**src/rtl/wfunc_mult_sched.sv**
```systemverilog
// wfunc_mult_sched
// Applies a window function to an AXI-Stream of complex samples using an
// external complex multiplier with a fixed PIPE_NUM-cycle pipeline and a
// global enable. For each accepted beat the block issues a coefficient ROM
// read, lines the sample up with the 1-cycle ROM latency and drives the
// multiplier operands. A shadow shift register tracks valid/last through
// the multiplier so the products can be presented on an AXI-Stream master
// with backpressure.
//
// Ports
//   clk, rst              clock, asynchronous active-high reset
//   win_sel, bypass       window select / unity-coefficient bypass, latched
//                         on the first beat of each frame
//   s_tvalid/s_tready/s_tdata/s_tlast   sample input stream, {im,re}
//   coef_rd, coef_addr    ROM read strobe and address (win*N + idx)
//   coef_data             ROM read data, valid one cycle after coef_rd
//   mult_en, mult_a, mult_b, mult_z     external multiplier interface
//   m_tvalid/m_tready/m_tdata/m_tlast   product output stream, {im,re}
//   err_len               one-cycle pulse on a frame-length violation
//   frame_cnt             completed input frames (wrapping)
module wfunc_mult_sched #(
    parameter int DATA_W   = 16,
    parameter int PROD_W   = 32,
    parameter int N        = 1024,
    parameter int WIN_NUM  = 4,
    parameter int PIPE_NUM = 10
) (
    input  logic                         clk,
    input  logic                         rst,
    input  logic [$clog2(WIN_NUM)-1:0]   win_sel,
    input  logic                         bypass,
    input  logic                         s_tvalid,
    output logic                         s_tready,
    input  logic [2*DATA_W-1:0]          s_tdata,
    input  logic                         s_tlast,
    output logic                         coef_rd,
    output logic [$clog2(WIN_NUM*N)-1:0] coef_addr,
    input  logic [2*DATA_W-1:0]          coef_data,
    output logic                         mult_en,
    output logic [2*DATA_W-1:0]          mult_a,
    output logic [2*DATA_W-1:0]          mult_b,
    input  logic [2*PROD_W-1:0]          mult_z,
    output logic                         m_tvalid,
    input  logic                         m_tready,
    output logic [2*PROD_W-1:0]          m_tdata,
    output logic                         m_tlast,
    output logic                         err_len,
    output logic [15:0]                  frame_cnt
);

    localparam int WSEL_W = $clog2(WIN_NUM);
    localparam int IDX_W  = $clog2(N);
    localparam int ADDR_W = $clog2(WIN_NUM * N);

    // Unity in Q2.(DATA_W-2): re = 1 << (DATA_W-2), im = 0.
    localparam logic [2*DATA_W-1:0] COEF_UNITY = (2*DATA_W)'(1) << (DATA_W - 2);

    typedef enum logic {S_IDLE, S_RUN} state_t;

    state_t              state_q, state_d;
    logic [IDX_W-1:0]    idx_q, idx_d;
    logic [WSEL_W-1:0]   win_q, win_d;
    logic                byp_q, byp_d;
    logic [15:0]         frame_cnt_q, frame_cnt_d;
    logic                err_len_q, err_len_d;

    logic                adv;
    logic                accept;
    logic [WSEL_W-1:0]   win_eff;
    logic                byp_eff;
    logic [IDX_W-1:0]    idx_eff;
    logic                at_end;
    logic                close_beat;

    // Align stage registers (sample waiting for its coefficient)
    logic                vld_p0_q, vld_p0_d;
    logic                last_p0_q, last_p0_d;
    logic                byp_p0_q, byp_p0_d;
    logic                rd_p0_q, rd_p0_d;
    logic [2*DATA_W-1:0] samp_p0_q, samp_p0_d;
    logic [2*DATA_W-1:0] coef_p0_q, coef_p0_d;

    // Operand register plus shadow of the multiplier pipe
    logic [2*DATA_W-1:0] mult_a_q, mult_a_d;
    logic [2*DATA_W-1:0] mult_b_q, mult_b_d;
    logic [PIPE_NUM:0]   vld_sh_q, vld_sh_d;
    logic [PIPE_NUM:0]   last_sh_q, last_sh_d;

    // One advance condition moves everything: input, align, operands,
    // multiplier and shadow. A stalled output freezes the whole pipe.
    assign adv      = ~vld_sh_q[PIPE_NUM] | m_tready;
    assign accept   = s_tvalid & adv;
    assign s_tready = adv;
    assign mult_en  = adv;

    // First beat of a frame uses the live win_sel/bypass and index 0.
    assign win_eff    = (state_q == S_IDLE) ? win_sel : win_q;
    assign byp_eff    = (state_q == S_IDLE) ? bypass  : byp_q;
    assign idx_eff    = (state_q == S_IDLE) ? '0      : idx_q;
    assign at_end     = (idx_eff == IDX_W'(N - 1));
    assign close_beat = s_tlast | at_end;

    assign coef_rd   = accept;
    assign coef_addr = accept ? ADDR_W'({win_eff, idx_eff}) : '0;

    always_comb begin
        state_d     = state_q;
        idx_d       = idx_q;
        win_d       = win_q;
        byp_d       = byp_q;
        frame_cnt_d = frame_cnt_q;
        err_len_d   = 1'b0;
        if (accept) begin
            win_d = win_eff;
            byp_d = byp_eff;
            if (close_beat) begin
                // Normal end only when tlast lands exactly on index N-1;
                // short and overlong frames both close and flag an error.
                state_d     = S_IDLE;
                idx_d       = '0;
                frame_cnt_d = frame_cnt_q + 16'd1;
                err_len_d   = ~(s_tlast & at_end);
            end else begin
                state_d = S_RUN;
                idx_d   = idx_eff + IDX_W'(1);
            end
        end
    end

    always_comb begin
        vld_p0_d  = vld_p0_q;
        last_p0_d = last_p0_q;
        byp_p0_d  = byp_p0_q;
        samp_p0_d = samp_p0_q;
        mult_a_d  = mult_a_q;
        mult_b_d  = mult_b_q;
        vld_sh_d  = vld_sh_q;
        last_sh_d = last_sh_q;
        // ROM data is only valid the cycle after the read, so it is captured
        // regardless of adv and reused if the pipe was stalled meanwhile.
        rd_p0_d   = coef_rd;
        coef_p0_d = rd_p0_q ? coef_data : coef_p0_q;
        if (adv) begin
            // Align stage -> operand stage
            vld_p0_d  = accept;
            last_p0_d = accept & close_beat;
            if (accept) begin
                samp_p0_d = s_tdata;
                byp_p0_d  = byp_eff;
            end
            mult_a_d = samp_p0_q;
            if (byp_p0_q) begin
                mult_b_d = COEF_UNITY;
            end else if (rd_p0_q) begin
                mult_b_d = coef_data;
            end else begin
                mult_b_d = coef_p0_q;
            end
            // Operand stage -> multiplier pipe shadow
            vld_sh_d  = {vld_sh_q[PIPE_NUM-1:0], vld_p0_q};
            last_sh_d = {last_sh_q[PIPE_NUM-1:0], last_p0_q};
        end
    end

    always_ff @(posedge clk or posedge rst) begin
        if (rst) begin
            state_q     <= S_IDLE;
            idx_q       <= '0;
            win_q       <= '0;
            byp_q       <= 1'b0;
            frame_cnt_q <= '0;
            err_len_q   <= 1'b0;
            vld_p0_q    <= 1'b0;
            last_p0_q   <= 1'b0;
            byp_p0_q    <= 1'b0;
            rd_p0_q     <= 1'b0;
            mult_a_q    <= '0;
            mult_b_q    <= '0;
            vld_sh_q    <= '0;
            last_sh_q   <= '0;
        end else begin
            state_q     <= state_d;
            idx_q       <= idx_d;
            win_q       <= win_d;
            byp_q       <= byp_d;
            frame_cnt_q <= frame_cnt_d;
            err_len_q   <= err_len_d;
            vld_p0_q    <= vld_p0_d;
            last_p0_q   <= last_p0_d;
            byp_p0_q    <= byp_p0_d;
            rd_p0_q     <= rd_p0_d;
            mult_a_q    <= mult_a_d;
            mult_b_q    <= mult_b_d;
            vld_sh_q    <= vld_sh_d;
            last_sh_q   <= last_sh_d;
        end
    end

    // Pure datapath holding registers; qualified by the valid bits above.
    always_ff @(posedge clk) begin
        samp_p0_q <= samp_p0_d;
        coef_p0_q <= coef_p0_d;
    end

    // Output stage: products pass straight from the multiplier.
    assign mult_a    = mult_a_q;
    assign mult_b    = mult_b_q;
    assign m_tvalid  = vld_sh_q[PIPE_NUM];
    assign m_tlast   = last_sh_q[PIPE_NUM];
    assign m_tdata   = mult_z;
    assign err_len   = err_len_q;
    assign frame_cnt = frame_cnt_q;

endmodule

```
**config.mk**
```make
export PLATFORM = sky130hd
export DESIGN_NAME = wfunc_mult_sched
export DESIGN_NICKNAME = d
export VERILOG_FILES = /design/src/rtl/wfunc_mult_sched.sv
export SDC_FILE = /design/constraint.sdc
export NUM_CORES = 1
export LEC_CHECK = 0
export CORE_ASPECT_RATIO = 0.5
export CORE_UTILIZATION = 39
export DETAILED_ROUTE_END_ITERATION = 8
export GPL_ROUTABILITY_DRIVEN = 0
export PLACE_DENSITY = 0.81
export SLEW_MARGIN = 20
export SYNTH_ARGS = -nofsm -noshare
export SYNTH_HDL_FRONTEND = slang
export SYNTH_SLANG_ARGS = --single-unit
export TNS_END_PERCENT = 10
```
**constraint.sdc**
```tcl
create_clock -name clk -period 4 [get_ports clk]
set_clock_uncertainty 0.1 [all_clocks]
set_input_delay 0.6 -clock clk [delete_from_list [all_inputs] [get_ports clk]]
set_output_delay 0.6 -clock clk [all_outputs]
set_load 0.02 [all_outputs]
```
Yosys cells after proc, flatten, opt, wreduce, memory -nomap -nowiden
Cells that the tools add are included.
{"block": "totals", "reg_bits": 185, "in_bits": 136}
{"block": "classes", "n_addsub": 2, "eq_ne": 1, "n_mux": 10, "bitwise_logic": 7, "n_reduce_logical": 2}
{"op": "2-to-1 mux 32 bit", "count": 2}
{"op": "2-to-1 mux 10 bit", "count": 2}
{"op": "adder 16 x 1 -> 16 bit, second input constant", "count": 1}
{"op": "2-to-1 mux 12 bit", "count": 1}
{"op": "adder 10 x 1 -> 10 bit, second input constant", "count": 1}
{"op": "== test 10 bit, second input constant", "count": 1}
{"op": "2-to-1 mux 1 bit", "count": 4}
{"op": "AND reduction 2 bit", "count": 2}
{"op": "AND 1 bit", "count": 3}
{"op": "2-to-1 mux 2 bit", "count": 1}
{"op": "NOT 1 bit", "count": 2}
{"op": "OR 1 bit", "count": 2}

Logic depth before layout (Yosys ltp)
Gate-level depths: netlist (run 1).
{"block": "depth", "word_depth": 6, "mapped_depth": 12}

Worst setup path before layout (run 1)
No wires, ideal clock.
{"block": "synth_path", "path_type": "reg2reg", "startpoint": "reg state_q", "endpoint": "reg frame_cnt_q[11], in the netlist frame_cnt[11]", "arrival_ns": 2.555, "required_ns": 3.771, "setup_slack_ns": 1.216, "stages_incl_launch_ff": 13, "path_buffers": 3, "synth_period_minus_slack_ns": 2.784, "path_cell_list": "dfrtp_1 -> buf_2 -> clkbuf_1 -> and2_1 -> ha_1 -> and3_1 -> nand4_1 -> ha_1 -> buf_6 -> and4b_1 -> nor4b_4 -> nand4_1 -> xnor2_1"}
{"block": "synth_between", "elab_chain_len": 4}
{"item": "start, declared", "line_no": "60", "text": "state_t state_q, state_d;"}
{"item": "start signal, assigned", "line_no": "182", "text": "state_q <= state_d;"}
{"item": "2-to-1 mux 10 bit", "line_no": "99", "text": "assign idx_eff = (state_q == S_IDLE) ? '0 : idx_q;"}
{"item": "== test 10 bit", "line_no": "100", "text": "assign at_end = (idx_eff == IDX_W'(N - 1));"}
{"item": "OR 1 bit", "line_no": "101", "text": "assign close_beat = s_tlast | at_end;"}
{"item": "AND reduction 2 bit (no line)"}
{"item": "end signal, assigned", "line_no": "186", "text": "frame_cnt_q <= frame_cnt_d;"}
{"item": "end, declared", "line_no": "64", "text": "logic [15:0] frame_cnt_q, frame_cnt_d;"}
No other way between the ends.
A chain may end at the register's enable or synchronous reset.

Worst setup path after layout (run 1)
{"block": "layout_path", "startpoint": "in m_tready", "endpoint": "out coef_addr[1]"}
{"block": "layout_between", "elab_chain_len": 3}
{"item": "start, declared", "line_no": "44", "text": "input logic m_tready,"}
{"item": "OR 1 bit", "line_no": "91", "text": "assign adv = ~vld_sh_q[PIPE_NUM] | m_tready;"}
{"item": "AND 1 bit", "line_no": "92", "text": "assign accept = s_tvalid & adv;"}
{"item": "2-to-1 mux 12 bit", "line_no": "104", "text": "assign coef_addr = accept ? ADDR_W'({win_eff, idx_eff}) : '0;"}
{"item": "end, declared", "line_no": "37", "text": "output logic [$clog2(WIN_NUM*N)-1:0] coef_addr,"}
No other way between the ends.

==> flow_metrics.py, run 1 <==
metrics = {
    "run": {
        "drv_cap": 0,
    },
    "sta": {
        "slew_headroom": 0.315,
        "holdWs_ps": 346,
        "slew_viol_final": 0,
        "fin_crit_sh": 0.875,
        "final_hold_viol_count": 0,
        "finalSetupViolCount": 0,
        "tightest_slew_ps": 1030,
        "finalCriticalPeriod_ps": 3500,
        "maxClockFrequency_mhz": 286,
        "fin_tns_setup_ps": 0,
        "rsz0062_at_grt": "no",
    },
    "routing": {
        "first_pass_iters": 5,
        "post_drt_via_cell_ratio": 4.96,
        "drt-initial-drc-count": 329,
        "wire_per_inst_microns": 18.4,
        "drt-total-wl_mm": 18.1,
        "num_vias": 4875,
        "ant_nets": 0,
        "drcViolationCount": 0,
    },
    "setup_path": {
        "cp_top_family": "buffers and inverters",
        "path_cells": "clkdlybuf4s50_1, nor2b_4, inv_2, nand2_1, inv_1, buf_4, and3_1, clkdlybuf4s50_1",
        "path_class": "in -> out",
        "max_stage_delay_ps": 610,
        "crit_slowest_cell": "clkdlybuf4s50_1",
        "r2r-start": "state_q$_DFFE_PP0P_",
        "startpoint_type": "primary input",
        "r2r-end": "frame_cnt[11]$_DFFE_PP0P_",
        "r2r_setup_slack_ps": 960,
        "end_kind": "output pin",
        "r2r_cells": 10,
        "cp.arrival_ps": 2800,
        "crit_buf_inv": 5,
        "cp.required_ps": 3300,
        "crit_top_cell": "clkdlybuf4s50_1",
        "cp_max_fo": 10,
    },
    "finish": {
        "instances_no_fill": 982,
        "fin_nets": 873,
        "areaGrowthSynthToFinish_pct": 27.8,
        "drive_gt1_frac": 0.114,
        "fillCellCount": 1511,
    },
    "worst_hold_path": {
        "worst_hold_startpoint": "samp_p0_q[3]$_DFFE_PP_",
        "min_to": "mult_a[3]$_DFFE_PP0N_",
        "min_path_type": "reg -> reg",
        "worstHoldPathCells": 2,
    },
    "synthesis": {
        "synth_xor_area_frac": 0.0192,
        "synth_top_flop_cell": "dfrtp_1",
        "synth_top_area_frac": 0.411,
        "synth-seq-cells": 184,
        "synth_top_cell_by_area": "dfrtp_1",
        "synthTopCellsByCount": "nand2_1 (180), dfrtp_1 (120), buf_4 (65)",
        "ys_warn_count": 0,
        "synth_compound_area_frac": 0.0544,
        "syn_inst": 629,
        "synth_most_common_cell": "nand2_1",
        "synth_edf_count": 32,
        "synth.area.mux_share": 0.0596,
        "synth_area_per_cell_sq_um": 11.6,
        "async_flop_share": 0.652,
        "syn_area_sq_um": 7310,
        "syn_nets": 768,
        "ys_types": 41,
        "synth_area_leaders": "dfrtp_1 (41%), edfxtp_1 (13%), nand2_1 (9.2%)",
        "ys_seq_area_frac": 0.630,
        "synth-simple-area-share": 0.142,
        "synth_top_family_by_area": "simple AND/OR/NAND/NOR gates",
        "synthAdderAreaFrac": 0.00513,
    },
    "clock_network": {
        "cts-buffers-inserted": 17,
        "root_buffer": "clkbuf_16",
        "insertion_delay_ps": 420,
        "htreeDepth": 4,
        "cts_sinks": 184,
        "path_clk_slew_ps": 60,
        "cts_hold_buf": 0,
        "cts_tree": "done",
        "clockBufferDepth": 2,
        "post_cts_buffers": 0,
        "ctsResizeCount": 0,
    },
    "placement": {
        "hpwl_mm": 12.8,
        "port_buffers": 169,
        "placedCellCount": 949,
    },
    "global_routing": {
        "grt_pass1_vias": 5015,
        "grt_max_degree": 92,
        "grt_pass1_wl_mm": 28.0,
        "grt_usage": 0.189,
        "grt_overflow": 0,
        "antenna_found_initial": 1,
    },
    "floorplan": {
        "die_area_sq_um": 19300,
        "row_count": 34,
        "core_area_sq_um": 17900,
        "initial_utilization": 0.409,
        "die_height_microns": 98.8,
        "io_pins": 298,
        "die_x_microns": 196,
    },
    "run_status": {
        "status": "complete, no violations",
    },
    "power": {
        "peakVddDrop_mv": 0.348,
        "total_power_w": 0.00633,
        "p_leak_nw": 4.17,
        "power_density_nw_per_um2": 678,
    },
}
[flip-flops by register name (all words and copies together) (netlist names), named ones only]
signal	cells
vld_sh_q	11
last_sh_q	11
idx_q	10
coef_p0_q	32
win_q	2
rd_p0_q	1
err_len	1
state_q	1
mult_b	32
last_p0_q	1
samp_p0_q	32
vld_p0_q	1
frame_cnt	16
mult_a	32
[metal layers]
metal | global-route usage | vias to the layer above | share of wire
li1 | - | 2258 | -
met1 | 0.216 | 2414 | 0.38
met2 | 0.331 | 177 | 0.52
met3 | 0.0606 | 26 | 0.075
met4 | 0.0793 | 0 | 0.021
met5 | 0 | - | 0
[worst max path at each step]
| stage | slack, ps | cells past startpoint | startpoint | to |
|---|---|---|---|---|
| after global placement | 580 | 8 | m_tready | coef_addr[1] |
| after detailed placement | 510 | 8 | m_tready | coef_addr[1] |
| after floorplan | 110 | 1 | rst | asynchronous set/reset pin |
| final | 500 | 8 | m_tready | coef_addr[1] |
| after global routing | 390 | 8 | m_tready | coef_addr[7] |
| after CTS | 490 | 8 | m_tready | coef_addr[1] |
[worst reg2reg max path, cell delays in order (launching register included)]
cell and delay [ps]:
dfrtp_1 520, nand2_1 150, inv_1 80, ha_1 230
and3_1 290, nand4_1 120, ha_1 360, and4b_1 340
nor4b_4 400, nand4_1 180, xnor2_1 160
[layout by cell type (no fill, tap or decap), types with 13 or more instances in the layout]
cell type | netlist | routed
nand2_1 | 180 | 180
a22o_1 | 31 | 31
clkbuf_16 | 0 | 17
dfrtp_1 | 120 | 120
mux2_2 | 33 | 33
dfxtp_1 | 32 | 32
edfxtp_1 | 32 | 32
and3_1 | 13 | 13
clkdlybuf4s50_1 | 0 | 169
nand3_1 | 13 | 13
[through the flow]
stage	cell area, sq um	setup slack, ps	utilization
2_1_floorplan	7310	114	-
3_3_place_gp	8760	580	0.490
3_5_place_dp	8760	513	0.490
4_1_cts	9340	493	0.523
5_1_grt	9340	390	0.523
6_report	9340	500	0.523
[power breakdown]
part	internal [W]	leakage [nW]	total, W	switching [W]
clock network	0.000886	0.284	0.00166	0.000772
registers	0.00243	2.10	0.00271	0.000276
logic	0.000914	1.79	0.00197	0.00105
total	0.00423	4.17	0.00633	0.00210
[layout make-up]
type,count,area [sq um],share of cell area
sequential,184,4600,0.493
multi-input combinational,344,2060,0.220
timing repair buffer,180,1770,0.190
clock buffer,17,425,0.0455
tap,234,293,0.0313
clock inverter,15,159,0.0170
inverter,7,28.8,0.00308
antenna,1,2.50,0.000268
[kinds of logic after synthesis]
logic type	count (synthesis)
xor+xnor	16
compound gates	51
flops	184
mux	39
simple gates	235
buf+inv	101
fa+ha+maj	3
(Power assumes the default switching activity.)
==> inputs of run 2 (changes only) <==
SETUP_SLACK_MARGIN = 0.1   (was not set)
==> results of run 2 <==
No change in the layout: final DEF, timing and power equal those of run 1.
